--- config.mk ---
export PLATFORM = sky130hd
export DESIGN_NAME = uart_tx_param_flat
export DESIGN_NICKNAME = d
export VERILOG_FILES = /design/src/rtl/uart_tx_param_if.sv /design/src/rtl/uart_tx_param.sv /design/src/flat_wrapper.sv
export SDC_FILE = /design/constraint.sdc
export NUM_CORES = 1
export LEC_CHECK = 0
export ABC_AREA = 1
export BUFFER_PORTS_ARGS = -buffer_cell sky130_fd_sc_hd__buf_2
export CAP_MARGIN = 20
export CORE_MARGIN = 5
export CORE_UTILIZATION = 62
export DETAILED_ROUTE_END_ITERATION = 10
export PLACE_DENSITY = 0.8
export SLEW_MARGIN = 10
export SYNTH_ARGS = -nofsm -noshare
export SYNTH_HDL_FRONTEND = slang
export SYNTH_SLANG_ARGS = --single-unit
--- constraint.sdc ---
create_clock -name clk -period 4.1 [get_ports clk]
set_clock_uncertainty 0.15 [all_clocks]
set_input_delay 0.82 -clock clk [delete_from_list [all_inputs] [get_ports clk]]
set_output_delay 0.82 -clock clk [all_outputs]
set_load 0.1 [all_outputs]
--- src/rtl/uart_tx_param_if.sv ---
`default_nettype none
// ============================================================================
// Module      : uart_tx_param_if
// Description : Request/handshake bundle between the TX FIFO and uart_tx_param.
// Revision    : 1.0 - initial release
// ============================================================================
interface uart_tx_param_if #(
    parameter int DBIT_MAX = 9
);
    logic [DBIT_MAX-1:0] din;
    logic [3:0]          cfg_dbit;
    logic [1:0]          cfg_parity;
    logic [1:0]          cfg_stop;
    logic                tx_valid;
    logic                tx_ready;
    logic                tx_busy;
    logic                tx_done_tick;

    modport master (
        output din, cfg_dbit, cfg_parity, cfg_stop, tx_valid,
        input  tx_ready, tx_busy, tx_done_tick
    );

    modport slave (
        input  din, cfg_dbit, cfg_parity, cfg_stop, tx_valid,
        output tx_ready, tx_busy, tx_done_tick
    );
endinterface
`default_nettype wire

--- src/rtl/uart_tx_param.sv ---
`default_nettype none
// ============================================================================
// Module      : uart_tx_param
// Description : UART transmitter, runtime 5-9 data bits, N/E/O parity,
//               1/1.5/2 stop bits, ready/valid request handshake.
// Revision    : 1.0 - initial release
// ============================================================================
module uart_tx_param #(
    parameter int DBIT_MAX = 9,
    parameter int OVS      = 16
) (
    input  wire                   clk,
    input  wire                   reset,
    input  wire                   s_tick,
    uart_tx_param_if.slave        tx_if,
    output logic                  tx
);
    localparam int c_CW = $clog2(2 * OVS);

    localparam logic [2:0] c_IDLE   = 3'd0;
    localparam logic [2:0] c_START  = 3'd1;
    localparam logic [2:0] c_DATA   = 3'd2;
    localparam logic [2:0] c_PARITY = 3'd3;
    localparam logic [2:0] c_STOP   = 3'd4;

    localparam logic [c_CW-1:0] c_BIT_LAST   = c_CW'(OVS - 1);
    localparam logic [c_CW-1:0] c_STOP15_LAST = c_CW'((3 * OVS) / 2 - 1);
    localparam logic [c_CW-1:0] c_STOP2_LAST = c_CW'(2 * OVS - 1);

    logic [2:0]          r_state;
    logic [c_CW-1:0]     r_s_cnt;
    logic [3:0]          r_n;
    logic [3:0]          r_len;
    logic [DBIT_MAX-1:0] r_shift;
    logic                r_par_en;
    logic                r_par_bit;
    logic [1:0]          r_stop;
    logic                r_done;
    logic                r_tx;

    logic [3:0]          w_dbit;
    logic [DBIT_MAX-1:0] w_used;
    logic                w_par_en;
    logic                w_par_bit;
    logic [c_CW-1:0]     w_stop_last;

    // Clamp requested length into the supported 5..DBIT_MAX window
    always_comb begin
        w_dbit = tx_if.cfg_dbit;
        if (tx_if.cfg_dbit < 4'd5)
            w_dbit = 4'd5;
        else if (tx_if.cfg_dbit > 4'(DBIT_MAX))
            w_dbit = 4'(DBIT_MAX);
    end

    always_comb begin
        w_used = '0;
        for (int i = 0; i < DBIT_MAX; i++)
            w_used[i] = tx_if.din[i] & (i < int'(w_dbit));
    end

    assign w_par_en  = (tx_if.cfg_parity == 2'b01) || (tx_if.cfg_parity == 2'b10);
    assign w_par_bit = (tx_if.cfg_parity == 2'b10) ? ~(^w_used) : (^w_used);

    always_comb begin
        case (r_stop)
            2'b00:   w_stop_last = c_BIT_LAST;
            2'b01:   w_stop_last = c_STOP15_LAST;
            default: w_stop_last = c_STOP2_LAST;
        endcase
    end

    // tx is loaded with the line value of the next state on the same edge
    always_ff @(posedge clk or posedge reset) begin
        if (reset) begin
            r_state   <= c_IDLE;
            r_s_cnt   <= '0;
            r_n       <= '0;
            r_len     <= '0;
            r_shift   <= '0;
            r_par_en  <= 1'b0;
            r_par_bit <= 1'b0;
            r_stop    <= '0;
            r_done    <= 1'b0;
            r_tx      <= 1'b1;
        end else begin
            r_done <= 1'b0;
            case (r_state)
                c_IDLE: begin
                    if (tx_if.tx_valid) begin
                        r_state   <= c_START;
                        r_s_cnt   <= '0;
                        r_n       <= '0;
                        r_shift   <= tx_if.din;
                        r_len     <= w_dbit;
                        r_par_en  <= w_par_en;
                        r_par_bit <= w_par_bit;
                        r_stop    <= tx_if.cfg_stop;
                        r_tx      <= 1'b0;
                    end
                end
                c_START: begin
                    if (s_tick) begin
                        if (r_s_cnt == c_BIT_LAST) begin
                            r_state <= c_DATA;
                            r_s_cnt <= '0;
                            r_n     <= '0;
                            r_tx    <= r_shift[0];
                        end else begin
                            r_s_cnt <= r_s_cnt + 1'b1;
                        end
                    end
                end
                c_DATA: begin
                    if (s_tick) begin
                        if (r_s_cnt == c_BIT_LAST) begin
                            r_s_cnt <= '0;
                            r_shift <= r_shift >> 1;
                            r_n     <= r_n + 4'd1;
                            if (r_n == r_len - 4'd1) begin
                                if (r_par_en) begin
                                    r_state <= c_PARITY;
                                    r_tx    <= r_par_bit;
                                end else begin
                                    r_state <= c_STOP;
                                    r_tx    <= 1'b1;
                                end
                            end else begin
                                r_tx <= r_shift[1];
                            end
                        end else begin
                            r_s_cnt <= r_s_cnt + 1'b1;
                        end
                    end
                end
                c_PARITY: begin
                    if (s_tick) begin
                        if (r_s_cnt == c_BIT_LAST) begin
                            r_state <= c_STOP;
                            r_s_cnt <= '0;
                            r_tx    <= 1'b1;
                        end else begin
                            r_s_cnt <= r_s_cnt + 1'b1;
                        end
                    end
                end
                c_STOP: begin
                    if (s_tick) begin
                        if (r_s_cnt == w_stop_last) begin
                            r_state <= c_IDLE;
                            r_s_cnt <= '0;
                            r_done  <= 1'b1;
                            r_tx    <= 1'b1;
                        end else begin
                            r_s_cnt <= r_s_cnt + 1'b1;
                        end
                    end
                end
                default: begin
                    r_state <= c_IDLE;
                    r_s_cnt <= '0;
                    r_tx    <= 1'b1;
                end
            endcase
        end
    end

    assign tx                 = r_tx;
    assign tx_if.tx_ready     = (r_state == c_IDLE);
    assign tx_if.tx_busy      = (r_state != c_IDLE);
    assign tx_if.tx_done_tick = r_done;

endmodule
`default_nettype wire

--- src/flat_wrapper.sv ---
// flat-port wrapper written by rule: the top's interface ports become plain ports
module uart_tx_param_flat 
#(
    parameter int DBIT_MAX = 9,
    parameter int OVS      = 16
)
  (clk, reset, s_tick, tx, tx_if_din, tx_if_cfg_dbit, tx_if_cfg_parity, tx_if_cfg_stop, tx_if_tx_valid, tx_if_tx_ready, tx_if_tx_busy, tx_if_tx_done_tick);
  uart_tx_param_if #(.DBIT_MAX(DBIT_MAX)) tx_if_i ();
  input  wire clk;
  input  wire reset;
  input  wire s_tick;
  output logic tx;
  input wire logic [$bits(tx_if_i.din)-1:0] tx_if_din;
  input wire logic [$bits(tx_if_i.cfg_dbit)-1:0] tx_if_cfg_dbit;
  input wire logic [$bits(tx_if_i.cfg_parity)-1:0] tx_if_cfg_parity;
  input wire logic [$bits(tx_if_i.cfg_stop)-1:0] tx_if_cfg_stop;
  input wire logic [$bits(tx_if_i.tx_valid)-1:0] tx_if_tx_valid;
  output wire logic [$bits(tx_if_i.tx_ready)-1:0] tx_if_tx_ready;
  output wire logic [$bits(tx_if_i.tx_busy)-1:0] tx_if_tx_busy;
  output wire logic [$bits(tx_if_i.tx_done_tick)-1:0] tx_if_tx_done_tick;
  assign tx_if_i.din = tx_if_din;
  assign tx_if_i.cfg_dbit = tx_if_cfg_dbit;
  assign tx_if_i.cfg_parity = tx_if_cfg_parity;
  assign tx_if_i.cfg_stop = tx_if_cfg_stop;
  assign tx_if_i.tx_valid = tx_if_tx_valid;
  assign tx_if_tx_ready = tx_if_i.tx_ready;
  assign tx_if_tx_busy = tx_if_i.tx_busy;
  assign tx_if_tx_done_tick = tx_if_i.tx_done_tick;
  uart_tx_param #(.DBIT_MAX(DBIT_MAX), .OVS(OVS)) u_core (.clk(clk), .reset(reset), .s_tick(s_tick), .tx_if(tx_if_i), .tx(tx));
endmodule
# Word level (Yosys, flattened, before mapping)
# Cells that the tools add are included.
# Widths: inputs -> output; s select.
# op_classes
n_addsub	3
n_lt_le_gt_ge	11
n_eq_ne	21
mux	47
bitwise	10
reduce_logical	14
# ops
operator	n
$mux 3	11
$mux 4	7
$mux 9	3
$mux 5	5
$pmux 9 s2	1
$lt 3x4->1 const A	4
$mux 1	15
$pmux 3 s5	1
$pmux 5 s3	1
$ne 2x1->1 const B	6
$pmux 4 s3	1
$ne 2x2->1 const B	5
$pmux 5 s2	1
$reduce_and 10->1	1
$and 1x1->1	9
$reduce_and 9->1	1
$reduce_xor 9->1	1
$lt 1x4->1 const A	2
$lt 2x4->1 const A	2
$eq 3x2->1 const B	2
$reduce_and 6->1	1
$reduce_bool 3->1	2
$add 5x1->5 const B	1
$eq 5x4->1 const B	1
other kinds (21)	22
# totals
regBits	31
input_bits	21
output_inout_bits	4
wordCells	116

# Depth between registers and ports, before layout
# Gate-level depths: netlist (run 1).
# logic_depth
ltp_word	8
depth_mapped	14
depth_no_buf	14

# Least setup slack after synthesis (run 1)
# OpenSTA, ideal clock, no wires.
# synth_path
kind	reg2out
start	register u_core.r_state[1]
end	output tx_if_tx_ready
arrival_time_ns	2.073
required_time_ns	3.130
path_slack_ns	1.057
stages_incl_launch_ff	5
n_path_buf	1
path_cell_list	dfrtp_1 -> buf_4 -> nor2_4 -> nand2_1 -> inv_1
# synth_via
elab_chain_cells	1
# synth_lines
item	line_no	rtl
from (decl)	uart_tx_param.sv:30	logic [2:0] r_state;
from (signal assigned)	uart_tx_param.sv:76	r_state <= c_IDLE;
from (signal assigned)	uart_tx_param.sv:91	r_state <= c_START;
from (signal assigned)	uart_tx_param.sv:105	r_state <= c_DATA;
$logic_not 3->1	uart_tx_param.sv:169	assign tx_if.tx_ready = (r_state == c_IDLE);
to (decl)	flat_wrapper.sv:18	output wire logic [$bits(tx_if_i.tx_ready)-1:0] tx_if_tx_ready;
# Every way passes these cells.

# Worst setup path after layout (run 1)
# Same ends and word-level chain as after synthesis.

==> implementation parameters, run 1 <==
Parameter                              Value

Critical path
  Slowest stage cell on the critical path    sky130_fd_sc_hd__dfrtp_1
  Worst-case reg-to-reg path depth    14
  Family with the most delay on the worst path    flip-flops
  Endpoint required time on the critical path    around 3100 ps
  Category of the worst setup path capture point    output port
  Flop2flop setup slack    1980 ps
  Source of the critical timing path    u_core.r_state[1]$_DFFE_PP0P_
  List of cells traversed by the critical path    nor2_4 > nand2_1 > inv_1 > buf_2
  WP buf/inv    2
  Critical Setup Path Class    register to output port
  CP Max Fanout    7
  Data arrival time of the worst path    1610 ps
  Source of the worst register-to-register timing path    u_core.r_s_cnt[0]$_DFFE_PP0P_
  Capture instance of the worst register-to-register path    u_core.r_state[2]$_DFFE_PP0P_
  Startpoint types    register
  Largest stage delay on the critical path    500 ps

Synth
  Top cells by area in the synthesized netlist    sky130_fd_sc_hd__dfrtp_1, sky130_fd_sc_hd__nand2_1, sky130_fd_sc_hd__inv_1
  Most area-hungry cell type in the Yosys netlist    sky130_fd_sc_hd__dfrtp_1
  Cell count after synthesis    between 200 and 300
  Proportion of synthesized chip area in sequential cells    0.385
  Number of unique standard cell types used by synthesis    30
  Number of warnings printed during yosys synthesis    0
  Area share of the largest cell type after synthesis    0.372
  Synth Area per Inst    7.14 um^2
  Post-synthesis cell area    between 2000 and 2500 um^2
  Seq cells post-synth    31
  Net Count, Synth    310

Min path
  Beginning of the worst hold path    u_core.r_shift[4]$_DFFE_PP0P_
  Destination of the worst hold path    u_core.r_shift[4]$_DFFE_PP0P_
  Cell depth of the worst hold path    2
  Type of the worst min-delay path    register to register

Place
  Placed cell count    between 300 and 400
  Final HPWL from detailed placement    3.16 mm
  Number of buffers inserted by port buffering    24
  Gp weighted congestion    around 0.85

Floorplan
  Initial core utilization    0.656
  Die Height    67.1 um
  Number of standard-cell rows in the floorplan    20
  Width of the die    67.1 um
  Core outline area    3080 um^2
  IO Count    25
  Die footprint    roughly 4500 um^2

Clocking
  CTS tree    done
  Library cell used as clock root buffer    sky130_fd_sc_hd__clkbuf_4
  Clk_lat worst skew    340 ps
  Count of H-tree levels built during CTS    2
  Clock transition at the registers of the reported paths    roughly 100 ps
  Total number of clock tree sinks    31
  Number of buffers created by CTS    5
  Post-cts hold buffer count    0
  Number of buffers between clock root and the deepest sink    2
  Number of setup buffers added after CTS    0
  Post_cts resized    0

Global routing
  Vias in the first global route    1745
  Total congestion overflow    0
  Antenna violations before repair    0
  Global-route wire length before repair    7.48 mm
  Overall Global Routing Usage    0.224
  Pin count of the biggest net entering global routing    32

Drt
  Final routed wirelength across all metal layers    4.08 mm
  # DRC    0
  Violation count after the first detailed-route iteration    about 100
  Router iterations before antenna repair    4
  Total number of vias    1783
  Wire per inst    11.5 um
  Number of vias per cell after detailed routing    5.02
  Antenna Nets Post-Route    0

Power and ir drop
  Maximum vdd drop    0.964 mV
  Power density normalized to cell area    ~750 nW/um^2
  Leak pwr    roughly 1.2 nW

STA
  Worst-margin pin slew    639 ps
  Hold Violations, Final    0
  Maximum achievable frequency    about 390 MHz
  Max-slew headroom at the worst pin    0.572
  Unrepaired setup endpoints after global routing    false
  Crit path time final    approximately 2600 ps
  Setup Viol. Count Final    0
  Final Max Slew Viols    0
  Setup tns final    0 ps
  Tcrit/Tclk final    0.629

Layout
  Fillers    263
  Commonest cells after routing, fill and taps aside    sky130_fd_sc_hd__nand2_1, sky130_fd_sc_hd__inv_1, sky130_fd_sc_hd__dfrtp_1
  Layout Utilization    0.725
  Nets    337
  Leading cell type in the layout, fill and taps excluded    sky130_fd_sc_hd__nand2_1
  Number of antenna diodes    0
  Fraction of layout cells with a size suffix above 1    0.170
  Area added between synthesis and finish    10.5%
  Number of cells in the finished layout apart from fillers    355

Job
  Max-cap violation count    0

Outcome
  Run status    completed
[layout make-up]
class                   instances  area, um^2  area share
clock buffers                   8        68.8      0.0308
inverters                      48         183      0.0818
multi-input cells             199        1020       0.457
flip-flops and latches         31         777       0.348
well taps                      44        55.1      0.0247
repair buffers                 25         128      0.0572
[cell families (layout without fill, tap and decap cells)]
family                   after synthesis  after routing  synth area share
AND/OR/NAND/NOR                      140            140             0.305
buffers and inverters                 53             81             0.110
AO/OA/AOI/OAI                         43             43             0.118
adder cells (fa/ha/maj)                6              6            0.0372
flip-flops                            31             31             0.385
XOR/XNOR                               6              6            0.0260
multiplexers                           4              4            0.0198
[how the worst max path moves through the flow]
| stage | end | slack [ps] | cells after the start |
|---|---|---|---|
| floorplan | tx_if_tx_ready | 1060 | 4 |
| global placement | tx_if_tx_ready | 1950 | 4 |
| detailed placement | tx_if_tx_ready | 1920 | 4 |
| CTS | tx_if_tx_ready | 1510 | 4 |
| global route | tx_if_tx_ready | 1410 | 4 |
| finish | tx_if_tx_ready | 1520 | 4 |
[per-layer routing]
metal	share of wire	up-vias	track usage
li1	-	949	-
met1	0.46	784	0.287
met5	0	-	0
met4	0.024	0	0.111
met3	0.051	9	0.0472
met2	0.46	41	0.355
[through the flow]
step	hold WS [ps]	power (mW)	area, um^2	setup slack (ps)
2_1_floorplan	298	1.32	2020	1060
3_3_place_gp	313	1.45	2160	1950
3_5_place_dp	317	1.47	2160	1920
4_1_cts	340	1.69	2230	1510
5_1_grt	365	1.86	2230	1410
6_report	336	1.68	2230	1520
[flip-flops by register name (all words and copies together) (netlist names)]
name and flops:
u_core.r_shift 9, u_core.r_s_cnt 5, u_core.r_len 4, u_core.r_n 4, u_core.r_state 3, u_core.r_stop 2
u_core.r_par_bit 1, u_core.r_par_en 1, u_core.tx 1, u_core.tx_if.tx_done_tick 1
[synth_stat cells, drive strengths merged]
cell and count:
xnor2 3, nand3 25, o22ai 1, xor2 3
o21ai 30, dfstp 1, mux2i 4, a21oi 11
ha 6, buf 4, o21bai 1, nand2 92
inv 48, nor3 2, nand3b 1, and3 1
dfrtp 30, nor2 16, nand4 3, clkbuf 1
[report_power, final]
| part | switching, mW | internal, mW |
|---|---|---|
| Clock | 0.108 | 0.101 |
| Combinational | 0.677 | 0.281 |
| Sequential | 0.0883 | 0.428 |
[worst register-to-register path: stages (launching register included)]
cell and delay [ps]:
sky130_fd_sc_hd__dfrtp_1 410, sky130_fd_sc_hd__ha_1 220, sky130_fd_sc_hd__nand2_1 120, sky130_fd_sc_hd__nor2_2 60
sky130_fd_sc_hd__ha_1 230, sky130_fd_sc_hd__nor2_1 160, sky130_fd_sc_hd__nand3_1 90, sky130_fd_sc_hd__nand3_1 110
sky130_fd_sc_hd__nor2_2 50, sky130_fd_sc_hd__nand2_2 120, sky130_fd_sc_hd__inv_2 50, sky130_fd_sc_hd__nand2_2 100
sky130_fd_sc_hd__inv_2 50, sky130_fd_sc_hd__nand2_1 60, sky130_fd_sc_hd__nand2_1 50
Note: power is estimated with default switching activity, not from simulation.
==> run 2: changes to the inputs <==
CORE_UTILIZATION = 58   (was 62)
PLACE_DENSITY = 0.76   (was 0.8)
clock period = 2.59 ns   (was 4.1 ns; I/O delays follow)
==> run 2 against run 1 <==
  * Register-to-register slack worse by 1500 ps
  * Cell area is 1.1% higher
  * Power is 60% higher
  * Clock-buffer cell count stayed put
  * Global-route usage is 3.6 points lower
  * Sequential share of layout area is 0.37 points lower
  * Critical endpoint unchanged
  * Largest cell class unchanged
  * Largest power group unchanged
==> implementation parameters, run 2 (synthesis gave the netlist of run 1 again) <==
Parameter                              Value

Power and ir drop
  Internal power    1.31 mW (was 810 uW)
  Clock network fraction of total power    0.123 (was 0.124)
  Net switching component of the power    1.38 mW (was 873 uW)
  Maximum vdd drop    0.594 mV (was 0.964 mV)
  Power density normalized to cell area    1190 nW/um^2 (was 754 nW/um^2)
  Switching Fraction    0.513 (was 0.519)
  Sequential group share of total power    0.305 (was 0.307)
  Power share of the combinational group    0.572 (was 0.569)
  Total power after layout    2.69 mW (was 1.68 mW)
  Leak pwr    1.25 nW (was 1.24 nW)

Critical path
  List of cells traversed by the critical path    nor2_4 > nand2_2 > clkinvlp_4 > buf_2 (was nor2_4 > nand2_1 > inv_1 > buf_2)
  Source of the critical timing path    u_core.r_state[1]$_DFFE_PP0P_ (unchanged)
  Category of the worst setup path capture point    output port (unchanged)
  WP buf/inv    2 (unchanged)
  Endpoint of the most critical setup path    tx_if_tx_ready (unchanged)
  Source of the worst register-to-register timing path    u_core.r_s_cnt[0]$_DFFE_PP0P_ (unchanged)
  Data arrival time of the worst path    1590 ps (was 1610 ps)
  Levels on crit path    4 (unchanged)
  Critical Setup Path Class    register to output port (unchanged)
  Slowest stage cell on the critical path    sky130_fd_sc_hd__dfrtp_1 (unchanged)
  Largest stage delay on the critical path    500 ps (about the same)
  Capture instance of the worst register-to-register path    u_core.r_state[1]$_DFFE_PP0P_ (was u_core.r_state[2]$_DFFE_PP0P_)
  Endpoint required time on the critical path    1920 ps (was 3130 ps)
  Family with the most delay on the worst path    buffers and inverters (was flip-flops)
  Startpoint types    register (unchanged)
  CP Max Fanout    7 (unchanged)
  Worst-case reg-to-reg path depth    14 (unchanged)
  Flop2flop setup slack    520 ps (was 1980 ps)

Drt
  Antenna Nets Post-Route    0 (unchanged)
  Number of vias per cell after detailed routing    4.95 (was 5.02)
  Router iterations before antenna repair    4 (unchanged)
  Wire per inst    11.3 um (was 11.5 um)
  Final routed wirelength across all metal layers    4.06 mm (was 4.08 mm)
  Violation count after the first detailed-route iteration    174 (was 98)
  # DRC    0 (unchanged)
  Total number of vias    1778 (was 1783)

Clocking
  Library cell used as clock root buffer    sky130_fd_sc_hd__clkbuf_4 (unchanged)
  Post_cts resized    0 (unchanged)
  CTS tree    done (unchanged)
  Number of buffers between clock root and the deepest sink    2 (unchanged)
  Number of buffers created by CTS    5 (unchanged)
  Number of setup buffers added after CTS    0 (unchanged)
  Clk_lat worst skew    330 ps (was 340 ps)
  Count of H-tree levels built during CTS    2 (unchanged)
  Post-cts hold buffer count    0 (unchanged)
  Clock transition at the registers of the reported paths    100 ps (about the same)
  Total number of clock tree sinks    31 (unchanged)

Layout
  Leading cell type in the layout, fill and taps excluded    sky130_fd_sc_hd__nand2_1 (unchanged)
  Fillers    336 (was 263)
  Register name with the most flops    u_core.r_shift (unchanged)
  Fraction of layout cells with a size suffix above 1    0.182 (was 0.170)
  Layout Utilization    0.671 (was 0.725)
  Largest register FFs    9 (unchanged)
  Commonest cells after routing, fill and taps aside    sky130_fd_sc_hd__nand2_1, sky130_fd_sc_hd__inv_1, sky130_fd_sc_hd__dfrtp_1 (unchanged)
  Leading registers by flop count    u_core.r_shift: 9 flops, u_core.r_s_cnt: 5 flops (unchanged)
  Number of antenna diodes    0 (unchanged)
  Area added between synthesis and finish    11.7% (was 10.5%)
  Nets    339 (was 337)
  Fin area    2260 um^2 (was 2230 um^2)
  Number of cells in the finished layout apart from fillers    359 (was 355)
  Multi-input gate area in the final layout    1020 um^2 (about the same)
  Sequential Area    777 um^2 (unchanged)

Place
  Final HPWL from detailed placement    3.05 mm (was 3.16 mm)
  Setup Slack @ Placement    571 ps (was 1920 ps)
  Gp weighted congestion    0.867 (was 0.846)
  Number of buffers inserted by port buffering    24 (unchanged)
  Placed cell area    2190 um^2 (was 2160 um^2)
  Placed cell count    351 (was 347)

STA
  Maximum achievable frequency    between 400 and 500 MHz
  Final setup slack of the worst path    333 ps (was 1520 ps)
  Setup Viol. Count Final    0 (unchanged)
  Worst-margin pin slew    487 ps (was 639 ps)
  Unrepaired setup endpoints after global routing    false (unchanged)
  Max-slew headroom at the worst pin    0.678 (was 0.572)
  Hold Violations, Final    0 (unchanged)
  Worst hold margin    98.4 ps (was 336 ps)
  Crit path time final    roughly 2300 ps
  Tcrit/Tclk final    0.871
  Setup tns final    0 ps (unchanged)
  Final Max Slew Viols    0 (unchanged)

Floorplan
  IO Count    25 (unchanged)
  Die Height    69.0 um (was 67.1 um)
  Initial core utilization    0.600 (was 0.656)
  Die footprint    4760 um^2 (was 4500 um^2)
  Core outline area    3360 um^2 (was 3080 um^2)
  Width of the die    69.0 um (was 67.1 um)
  Number of standard-cell rows in the floorplan    21 (was 20)

Global routing
  Antenna violations before repair    0 (unchanged)
  Vias in the first global route    1657 (was 1745)
  Overall Global Routing Usage    0.188 (was 0.224)
  Global-route wire length before repair    7.35 mm (was 7.48 mm)
  Total congestion overflow    0 (unchanged)
  Pin count of the biggest net entering global routing    32 (unchanged)

Outcome
  Run status    completed (unchanged)

Min path
  Type of the worst min-delay path    input pin to asynchronous set/reset pin (was register to register)

Job
  Max-cap violation count    0 (unchanged)
run 2: cell types whose count changed in the layout (fill, tap and decap cells not counted):
cell	delta
sky130_fd_sc_hd__buf_4	+2
sky130_fd_sc_hd__clkinvlp_4	+1
sky130_fd_sc_hd__inv_1	-1
sky130_fd_sc_hd__nand2_1	-1
sky130_fd_sc_hd__nand2_2	+1
run 2: cell type report:
| cell class | count | area share |
|---|---|---|
| timing repair buffer | 27 | 0.0632 |
| sequential | 31 | 0.344 |
| clock buffer | 8 | 0.0305 |
| inverter | 48 | 0.0826 |
| tap | 46 | 0.0255 |
| multi-input combinational | 199 | 0.454 |
run 2: worst min-delay path by stage:
stage	from	endpoint	slack (ps)	cells after the start
floorplan	u_core.r_shift[8]$_DFFE_PP0P_	u_core.r_shift[8]$_DFFE_PP0P_	300	2
global placement	u_core.r_par_bit$_DFFE_PP0P_	u_core.r_par_bit$_DFFE_PP0P_	310	2
detailed placement	u_core.r_shift[5]$_DFFE_PP0P_	u_core.r_shift[5]$_DFFE_PP0P_	320	2
CTS	reset	u_core.r_len[2]$_DFFE_PP0P_	90	3
global route	reset	u_core.r_s_cnt[0]$_DFFE_PP0P_	120	3
finish	reset	u_core.r_n[1]$_DFFE_PP0P_	100	3
run 2: power groups by stage:
| stage | registers [mW] | logic (mW) | clock network [mW] |
|---|---|---|---|
| after floorplan | 0.831 | 1.28 | 0 |
| after global placement | 0.824 | 1.51 | 0 |
| after detailed placement | 0.830 | 1.53 | 0 |
| after CTS | 0.820 | 1.54 | 0.340 |
| after global routing | 0.854 | 1.74 | 0.360 |
| final | 0.821 | 1.54 | 0.331 |
run 2: worst min-delay path, delay by kind of cell:
family,cells,cell delay [ps]
buffers and inverters,3,480
run 2: metal layers:
| layer | up-vias | GRT usage | routed length [um] |
|---|---|---|---|
| met3 | 5 | 0.0538 | 195 |
| met4 | 0 | 0.0868 | 69 |
| met1 | 780 | 0.259 | 2010 |
| met5 | - | 0 | 0 |
| li1 | 955 | - | - |
| met2 | 38 | 0.273 | 1780 |
==> run 3: changes to the inputs <==
CORE_UTILIZATION = 60   (was 58)
CTS_BUF_LIST = sky130_fd_sc_hd__clkbuf_8   (was default)
PLACE_DENSITY = 0.78   (was 0.76)
==> run 3 against run 2 <==
  * Sequential share of layout area is 0.23 points lower
  * Combinational power about the same
  * Critical endpoint unchanged
  * Largest cell class unchanged
  * Power is 2.3% higher
==> implementation parameters, run 3 (synthesis gave the netlist of run 1 again) <==
Parameter                              Value

Critical path
  CP Max Fanout    7 (unchanged)
  Slowest stage cell on the critical path    sky130_fd_sc_hd__dfrtp_1 (unchanged)
  Category of the worst setup path capture point    output port (unchanged)
  List of cells traversed by the critical path    nor2_4 > nand2_2 > clkinvlp_4 > buf_2 (unchanged)
  Capture instance of the worst register-to-register path    u_core.r_state[2]$_DFFE_PP0P_ (was u_core.r_state[1]$_DFFE_PP0P_)
  Largest stage delay on the critical path    500 ps (about the same)
  Data arrival time of the worst path    1550 ps (was 1590 ps)
  Source of the worst register-to-register timing path    u_core.r_s_cnt[0]$_DFFE_PP0P_ (unchanged)
  Flop2flop setup slack    500 ps (was 520 ps)
  Startpoint types    register (unchanged)
  Worst-case reg-to-reg path depth    14 (unchanged)
  Critical Setup Path Class    register to output port (unchanged)
  Endpoint required time on the critical path    1920 ps (about the same)
  Family with the most delay on the worst path    flip-flops (was buffers and inverters)
  WP buf/inv    2 (unchanged)

STA
  Worst-margin pin slew    484 ps (was 487 ps)
  Max-slew headroom at the worst pin    0.680 (was 0.678)
  Crit path time final    2220 ps (was 2260 ps)
  Unrepaired setup endpoints after global routing    false (unchanged)
  Maximum achievable frequency    450 MHz (was 443 MHz)
  Tcrit/Tclk final    0.858 (was 0.871)
  Setup Viol. Count Final    0 (unchanged)
  Setup tns final    0 ps (unchanged)
  Hold Violations, Final    0 (unchanged)
  Final Max Slew Viols    0 (unchanged)

Global routing
  Global-route wire length before repair    7.09 mm (was 7.35 mm)
  Overall Global Routing Usage    0.204 (was 0.188)
  Antenna violations before repair    0 (unchanged)
  Pin count of the biggest net entering global routing    32 (unchanged)
  Total congestion overflow    0 (unchanged)
  Vias in the first global route    1690 (was 1657)

Layout
  Number of antenna diodes    0 (unchanged)
  Nets    339 (unchanged)
  Leading registers by flop count    u_core.r_shift: 9 flops, u_core.r_s_cnt: 5 flops (unchanged)
  Fraction of layout cells with a size suffix above 1    0.185 (was 0.182)
  Layout Utilization    0.691 (was 0.671)
  Commonest cells after routing, fill and taps aside    sky130_fd_sc_hd__nand2_1, sky130_fd_sc_hd__inv_1, sky130_fd_sc_hd__dfrtp_1 (unchanged)
  Largest register FFs    9 (unchanged)
  Leading cell type in the layout, fill and taps excluded    sky130_fd_sc_hd__nand2_1 (unchanged)
  Register name with the most flops    u_core.r_shift (unchanged)
  Area added between synthesis and finish    12.5% (was 11.7%)

Clocking
  Post-cts hold buffer count    0 (unchanged)
  Total number of clock tree sinks    31 (unchanged)
  Number of buffers created by CTS    5 (unchanged)
  Library cell used as clock root buffer    sky130_fd_sc_hd__clkbuf_8 (was sky130_fd_sc_hd__clkbuf_4)
  Post_cts resized    0 (unchanged)
  CTS tree    done (unchanged)
  Clk_lat worst skew    290 ps (was 330 ps)
  Number of buffers between clock root and the deepest sink    2 (unchanged)
  Clock transition at the registers of the reported paths    70 ps (was 100 ps)
  Count of H-tree levels built during CTS    2 (unchanged)
  Number of setup buffers added after CTS    0 (unchanged)

Floorplan
  Initial core utilization    0.615 (was 0.600)
  Die footprint    4630 um^2 (was 4760 um^2)
  Width of the die    68.0 um (was 69.0 um)
  Die Height    68.0 um (was 69.0 um)
  IO Count    25 (unchanged)
  Number of standard-cell rows in the floorplan    21 (unchanged)
  Core outline area    3280 um^2 (was 3360 um^2)

Drt
  # DRC    0 (unchanged)
  Violation count after the first detailed-route iteration    167 (was 174)
  Router iterations before antenna repair    4 (unchanged)
  Final routed wirelength across all metal layers    4.03 mm (was 4.06 mm)
  Number of vias per cell after detailed routing    5.05 (was 4.95)
  Wire per inst    11.2 um (was 11.3 um)
  Antenna Nets Post-Route    0 (unchanged)
  Total number of vias    1814 (was 1778)

Place
  Final HPWL from detailed placement    3.11 mm (was 3.05 mm)
  Number of buffers inserted by port buffering    24 (unchanged)
  Gp weighted congestion    0.889 (was 0.867)

Power and ir drop
  Power share of the combinational group    0.566 (was 0.572)
  Sequential group share of total power    0.300 (was 0.305)
  Maximum vdd drop    0.463 mV (was 0.594 mV)
  Power density normalized to cell area    1210 nW/um^2 (was 1190 nW/um^2)
  Clock network fraction of total power    0.134 (was 0.123)
  Internal power    1.34 mW (was 1.31 mW)
  Leak pwr    1.26 nW (was 1.25 nW)
  Net switching component of the power    1.41 mW (was 1.38 mW)
  Switching Fraction    0.514 (was 0.513)

Min path
  Type of the worst min-delay path    input pin to asynchronous set/reset pin (unchanged)

Job
  Max-cap violation count    0 (unchanged)

Outcome
  Run status    completed (unchanged)
## run 3: stage by stage
step                      cells  hold WS (ps)  setup WS [ps]  total power, mW  cell area (um^2)
after CTS                   359           155            357             2.75              2270
after floorplan             283           298            384             2.11              2030
after global routing        359           180            293             3.00              2270
after detailed placement    351           316            522             2.38              2190
final                       359           148            367             2.75              2270
after global placement      351           313            619             2.34              2190
## run 3: layout make-up
type | count | area (um^2)
multi-input cells | 199 | 1020
fillers | 274 | 1010
flip-flops and latches | 31 | 777
inverters | 48 | 186
repair buffers | 27 | 143
clock buffers | 5 | 68.8
well taps | 46 | 57.6
clock inverters | 3 | 15.0
## run 3: worst reg2reg max path, delay by kind of cell, from the launching register on
kind / cells / cell delay (ps)
flops: 1 / 400
fa+ha+maj: 2 / 450
simple gates: 10 / 900
buf+inv: 2 / 100
## run 3: power groups by stage
stage,combinational (mW),clock [mW],sequential (mW)
final,1.56,0.367,0.826
after global routing,1.75,0.396,0.852
after CTS,1.56,0.373,0.824
after detailed placement,1.55,0,0.833
after global placement,1.51,0,0.825
after floorplan,1.28,0,0.831
## run 3: worst max-delay path by stage
stage,cells after the start,end,start,slack (ps)
after global placement,14,u_core.r_state[1]$_DFFE_PP0P_,u_core.r_s_cnt[0]$_DFFE_PP0P_,620
final,4,tx_if_tx_ready,u_core.r_state[1]$_DFFE_PP0P_,370
after CTS,4,tx_if_tx_ready,u_core.r_state[1]$_DFFE_PP0P_,360
after global routing,4,tx_if_tx_ready,u_core.r_state[1]$_DFFE_PP0P_,290
after detailed placement,14,u_core.r_state[2]$_DFFE_PP0P_,u_core.r_s_cnt[0]$_DFFE_PP0P_,520
after floorplan,4,tx_if_tx_ready,u_core.r_state[1]$_DFFE_PP0P_,380
## run 3: per-layer routing
layer / global-route usage / up-vias / wire (um) / part of all wire
met1: 0.268 / 824 / 2010 / 0.50
met2: 0.314 / 27 / 1780 / 0.44
li1: - / 955 / - / -
met4: 0.0893 / 0 / 75 / 0.019
met3: 0.0558 / 8 / 160 / 0.040
met5: 0 / - / 0 / 0
